[src/rtl/multicycle_ctrl.sv]
// Multi-cycle MIPS control FSM (FETCH/DECODE/EXEC/MEM/WB) driving datapath enables and mux selects.
// Define DM_HANDSHAKE_EN to stall in MEM until dm_ready; undefined, MEM is always one cycle.
module multicycle_ctrl #(
  parameter logic [2:0] RESET_STATE = 3'd0
) (
  input  logic       clk,
  input  logic       reset,
  input  logic [5:0] opcode,
  input  logic [5:0] funct,
  input  logic       zero,
  input  logic       dm_ready,
  output logic       PC_WE,
  output logic [1:0] NPC_SEL,
  output logic       IR_WE,
  output logic       GRF_WE,
  output logic [1:0] GRF_A3_MUX,
  output logic [1:0] GRF_WD_MUX,
  output logic       ALU_B_MUX,
  output logic [1:0] ALUOp,
  output logic       DM_WE,
  output logic [1:0] EXTOp,
  output logic [2:0] state,
  output logic       illegal
);

  localparam logic [2:0] FETCH  = 3'd0;
  localparam logic [2:0] DECODE = 3'd1;
  localparam logic [2:0] EXEC   = 3'd2;
  localparam logic [2:0] MEM    = 3'd3;
  localparam logic [2:0] WB     = 3'd4;

  logic [2:0] state_q, state_d;
  logic is_r, is_addu, is_subu, is_jr, is_ori, is_lw, is_sw, is_beq, is_lui, is_jal, legal;
  logic mem_done;

  always_ff @(posedge clk or posedge reset) begin
    if (reset) state_q <= RESET_STATE;
    else       state_q <= state_d;
  end

  always_comb begin
    is_r    = (opcode == 6'b000000);
    is_addu = is_r && (funct == 6'b100001);
    is_subu = is_r && (funct == 6'b100011);
    is_jr   = is_r && (funct == 6'b001000);
    is_ori  = (opcode == 6'b001101);
    is_lw   = (opcode == 6'b100011);
    is_sw   = (opcode == 6'b101011);
    is_beq  = (opcode == 6'b000100);
    is_lui  = (opcode == 6'b001111);
    is_jal  = (opcode == 6'b000011);
    legal   = is_addu | is_subu | is_jr | is_ori | is_lw | is_sw | is_beq | is_lui | is_jal;
  end

`ifdef DM_HANDSHAKE_EN
  assign mem_done = dm_ready;
`else
  logic unused_dm_ready;
  assign unused_dm_ready = dm_ready;
  assign mem_done = 1'b1;
`endif

  always_comb begin
    state_d    = FETCH;
    PC_WE      = 1'b0;
    NPC_SEL    = 2'd0;
    IR_WE      = 1'b0;
    GRF_WE     = 1'b0;
    GRF_A3_MUX = 2'd0;
    GRF_WD_MUX = 2'd0;
    ALU_B_MUX  = 1'b0;
    ALUOp      = 2'd0;
    DM_WE      = 1'b0;
    EXTOp      = 2'd0;
    illegal    = 1'b0;
    case (state_q)
      FETCH: begin
        IR_WE   = 1'b1;
        PC_WE   = 1'b1;
        state_d = DECODE;
      end
      DECODE: begin
        if (is_jal) begin
          PC_WE   = 1'b1;
          NPC_SEL = 2'd2;
          state_d = WB;
        end else if (is_jr) begin
          PC_WE   = 1'b1;
          NPC_SEL = 2'd3;
        end else if (!legal) begin
          illegal = 1'b1;
        end else begin
          state_d = EXEC;
        end
      end
      EXEC: begin
        if (is_subu) begin
          ALUOp = 2'd1;
        end else if (is_ori) begin
          ALUOp     = 2'd2;
          ALU_B_MUX = 1'b1;
        end else if (is_lui) begin
          ALUOp     = 2'd3;
          ALU_B_MUX = 1'b1;
        end else if (is_lw || is_sw) begin
          ALU_B_MUX = 1'b1;
          EXTOp     = 2'd1;
        end else if (is_beq) begin
          ALUOp   = 2'd1;
          EXTOp   = 2'd1;
          NPC_SEL = 2'd1;
          PC_WE   = zero;
        end
        if (is_lw || is_sw)                          state_d = MEM;
        else if (is_addu || is_subu || is_ori || is_lui) state_d = WB;
      end
      MEM: begin
        if (is_sw) begin
          DM_WE   = 1'b1;
          state_d = mem_done ? FETCH : MEM;
        end else if (is_lw) begin
          state_d = mem_done ? WB : MEM;
        end
      end
      WB: begin
        GRF_WE = is_addu | is_subu | is_ori | is_lui | is_lw | is_jal;
        if (is_addu || is_subu) begin
          GRF_A3_MUX = 2'd1;
        end else if (is_lw) begin
          GRF_WD_MUX = 2'd1;
        end else if (is_jal) begin
          GRF_A3_MUX = 2'd2;
          GRF_WD_MUX = 2'd2;
        end
      end
      default: state_d = FETCH;
    endcase
    // Reset masks every output combinationally so an in-flight write is cut off the same cycle.
    if (reset) begin
      state_d    = FETCH;
      PC_WE      = 1'b0;
      NPC_SEL    = 2'd0;
      IR_WE      = 1'b0;
      GRF_WE     = 1'b0;
      GRF_A3_MUX = 2'd0;
      GRF_WD_MUX = 2'd0;
      ALU_B_MUX  = 1'b0;
      ALUOp      = 2'd0;
      DM_WE      = 1'b0;
      EXTOp      = 2'd0;
      illegal    = 1'b0;
    end
  end

  assign state = reset ? 3'd0 : state_q;

endmodule
[config.mk]
export PLATFORM = sky130hd
export DESIGN_NAME = multicycle_ctrl
export DESIGN_NICKNAME = d
export VERILOG_FILES = /design/src/rtl/multicycle_ctrl.sv
export SDC_FILE = /design/constraint.sdc
export NUM_CORES = 1
export LEC_CHECK = 0
export CAP_MARGIN = 10
export CORE_MARGIN = 2
export CORE_UTILIZATION = 31
export CTS_BUF_LIST = sky130_fd_sc_hd__clkbuf_2
export DETAILED_ROUTE_END_ITERATION = 7
export GPL_TIMING_DRIVEN = 0
export PLACE_DENSITY = 0.78
export SYNTH_ARGS = -nofsm -noshare
export SYNTH_HDL_FRONTEND = slang
export SYNTH_SLANG_ARGS = --single-unit
[constraint.sdc]
create_clock -name clk -period 1.41 [get_ports clk]
set_input_delay 0.282 -clock clk [delete_from_list [all_inputs] [get_ports clk]]
set_output_delay 0.282 -clock clk [all_outputs]
set_load 0.005 [all_outputs]
# Word-level counts from Yosys, hierarchy flattened
# Index checks and enable logic that the tools add are counted.
# Widths: inputs -> output; s select.
# totals
ff_bits	3
inputBits	16
out_inout_bits	19
elab_cells	101
# classes
eq_ne	13
n_mux	66
bitwise_logic	12
reduce_logical	9
# ops
op	count
$mux 2	20
$mux 1	36
$eq 6x6->1 const B	4
$mux 3	7
$eq 6x4->1 const B	3
$or 1x1->1	12
$pmux 3 s4	1
$eq 3x2->1 const B	2
$eq 6x2->1 const B	1
$eq 6x3->1 const B	1
$logic_not 6->1	1
$logic_or 1x1->1	4
$pmux 2 s2	1
$eq 3x1->1 const B	1
$eq 3x3->1 const B	1
$logic_and 1x1->1	3
$logic_not 3->1	1
$pmux 1 s3	1

# Logic depth before layout (Yosys ltp)
# logic_depth
ltp_word	15
mapped_depth	5
depth_no_buf	4

# Worst setup path before layout
# Ideal clock, no wire load.
# synth_timing
kind	reg2out
start	register state_q[0]
end	output port ALU_B_MUX
t_arrival_ns	1.245
t_required_ns	1.128
setup_slack_ns	-0.117
stages_incl_launch_ff	5
path_buffers	0
path_cell_list	dfrtp_1 or3_1 nor2_1 nand2_1 a21oi_1
# synth_via
elab_chain_len	3
# synth_rtl
item	line_no	rtl
start: declaration	32	logic [2:0] state_q, state_d;
start signal: assignment	38	else state_q <= state_d;
$eq 3x2->1	76	case (state_q)
$mux 1	76	
$mux 1	139	if (reset) begin
end: declaration	18	output logic ALU_B_MUX,
# No other way between the ends.

# Final worst setup path
# layout_timing
start	register state_q[0]
end	output port NPC_SEL[0]
# layout_via
elab_chain_len	3
# layout_rtl
item	line_no	rtl
$eq 3x2->1 / $eq 3x1->1 (equally long branches)	76	
$pmux 2 s2 (*)	76	
$mux 2 (*)	139	
end: declaration	13	output logic [1:0] NPC_SEL,
# Every way passes the cells marked *; elsewhere a longest branch is shown, timed or not.

==> flow_metrics.py <==
metrics = {
    "outcome": {
        "outcome": "finished with violations",
        "violations": "negative setup slack",
    },
    "place": {
        "dpl-instance-area_um2": 843,
        "post-dp-hpwl_um": 1150,
        "gp_congestion": 0.801,
        "portBuffers": 32,
        "pre_cts_ws_ps": -1230,
    },
    "clock_network": {
        "numCtsBuffers": 3,
        "clock_sinks": 3,
        "htree_levels": 1,
        "clkTransAtPathRegs_ps": 50,
        "cts-root-buf": "clkbuf_2",
        "cts_tree": "built",
        "clock_latency_ps": 210,
        "holdBufCountCts": 0,
        "clockBufferDepth": 2,
    },
    "power_and_ir_drop": {
        "pwr-share-seq_pct": 22.7,
        "p_comb_share_pct": 46.0,
        "clkPwrFrac_pct": 31.3,
        "ir_drop_mv": 0.304,
        "p_leak_uw": 0.000519,
        "p_switching_uw": 143,
        "swShare_pct": 35.4,
        "power.internal_uw": 261,
        "p_per_area_nw_per_um2": 363,
    },
    "sta": {
        "layout_setup_ws_ps": -409,
        "rsz0062_at_grt": "yes",
        "final.setup.tns_ps": -4920,
        "max_freq_mhz": 550,
        "setup_violations": 17,
        "fin_crit_ps": 1820,
        "fin_skew_ps": 9.05,
        "period_share_pct": 129,
        "drv_slew": 0,
        "report.final.hold_viol_count": 0,
    },
    "routing": {
        "drtAntennaViolNets": 0,
        "remaining_drc_errors": 0,
        "routed-via-count": 813,
        "drt_first_iter_violations": 22,
        "first_pass_iters": 4,
        "viasPerCell": 5.85,
        "wirelength_um": 2660,
        "wl_per_cell_um": 19.1,
    },
    "floorplanning": {
        "die_y_um": 42.5,
        "die_area_um2": 1810,
        "coreArea_um2": 1350,
        "start_util_pct": 34.1,
        "rows": 13,
        "die_w_um": 42.5,
        "ios": 35,
    },
    "worst_hold_path": {
        "min_path_type": "primary input to asynchronous set/reset pin",
    },
    "critical_path": {
        "critPathLaunch": "state_q[0]",
        "crit_required_ps": 1130,
        "crit_arrival_ps": 1540,
        "path_class": "flop to output port",
        "r2r_start": "state_q[0]",
        "r2r_slack_ps": -100,
        "endpoint_kind": "output port",
        "crit_fanout": 3,
        "r2r_cells": 7,
        "reg2reg_to": "state_q[1]",
        "crit_path_start_kind": "flop",
    },
    "global_routing": {
        "grt_pass1_wl_um": 3370,
        "grt_overflow": 0,
        "antenna_found_initial": 0,
        "grt.total_usage_pct": 24.1,
        "grt_max_degree": 9,
        "grt_pass1_vias": 706,
    },
    "layout": {
        "top_register": "state_q",
        "final_cell_mix": "20 x buf_2, 18 x buf_4, 10 x buf_6, 6 x clkbuf_2",
        "area_growth_syn_to_layout_pct": 142,
        "finish.instance_area_um2": 1110,
        "drive_gt1_share_pct": 73.4,
        "nets": 141,
        "antenna_cells": 0,
        "nFillCells": 75,
        "final_common_cell": "buf_2",
        "reg.largest.list": "state_q: 3 flops",
        "largest_reg_flops": 3,
    },
    "yosys": {
        "ys_warn_count": 0,
        "syn_area_um2": 460,
        "synth.distinct_cells": 36,
        "syn_inst": 66,
        "synth-seq-cells": 3,
        "synth_seq_area_share_pct": 16.3,
        "syn_avg_cell_area_um2": 6.98,
        "syn_nets": 82,
    },
    "job": {
        "maxCapViolations": 0,
    },
}
[routing by layer]
layer,global-route usage [%],vias to the layer above,wire [um]
li1,-,358,-
met1,31.8,386,1090
met2,38.2,65,1250
met3,7.33,4,291
met4,5.63,0,29
met5,0,-,0
[cells in the mapped netlist, drive strengths merged]
cell     number  area, um^2
nand3         3        15.0
dfrtp         3        75.1
or3           2        12.5
a21oi         3        15.0
buf           3        20.0
conb          1        3.75
a31oi         1        6.26
o22ai         2        18.8
a21boi        1        7.51
a2bb2oi       1        15.0
inv           2        7.51
nand4         1        6.26
nand2b        2        15.0
o31ai         1        7.51
or4           2        15.0
nand2         9        36.3
a32o          1        10.0
and2          1        6.26
nor4b         1        8.76
nor2b         3        18.8
and4          1        8.76
and3b         1        8.76
a21o          1        7.51
nor2          8        30.0
nor3          3        15.0
nor4          2        18.8
or4b          2        20.0
and3          1        6.26
nor3b         2        15.0
o21ai         2        10.0
[cells by family after synthesis]
family | share of synthesized area [%]
buf+inv | 5.98
compound gates | 21.2
simple gates | 55.7
other cells | 0.814
flops | 16.3
[cell type report]
type	instances	area, um^2	area share, %
tap	15	18.8	1.68
timing repair buffer	54	427	38.3
inverter	2	10.0	0.898
sequential	3	76.3	6.85
multi-input combinational	58	533	47.8
clock buffer	4	20.0	1.80
buffer	3	30.0	2.69
[stage by stage]
step                instances  hold WS, ps  utilization (%)  power, uW
finish                    139          144             82.6        404
global route              139          142             82.6        428
CTS                       133         87.3             76.9        379
detailed placement        113          590             62.5        218
global placement          113          592             62.5        217
floorplan                  66         35.6                -        140
[critical path, stage by stage, from the launching register on]
cell     delay, ps
dfrtp_1        390
or3_4          400
nor2_4         110
buf_6          120
nand2_1         60
o31ai_1         70
buf_2          160
[what timing repair did]
item | in CTS | in global routing
endpoints found under the setup margin | 21 | 19
pin swaps | 22 | 8
resized for setup | 150 | 21
buffers inserted | 16 | 7
[worst max-delay path by stage]
stage	slack, ps	to	depth (start not counted)
5_1_grt	-470	NPC_SEL[0]	6
2_1_floorplan	-40	NPC_SEL[1]	4
3_3_place_gp	-1230	EXTOp[0]	7
6_report	-410	NPC_SEL[0]	6
3_5_place_dp	-1230	EXTOp[0]	7
4_1_cts	-370	ALU_B_MUX	6
[power by group through the flow]
stage          clock network, uW  logic [uW]  registers (uW)
2_1_floorplan                  0        48.1            92.1
3_3_place_gp                   0         124            92.6
3_5_place_dp                   0         125            92.7
4_1_cts                      130         158            90.9
5_1_grt                      144         193            91.7
6_report                     126         186            91.8
(Power assumes the default switching activity.)
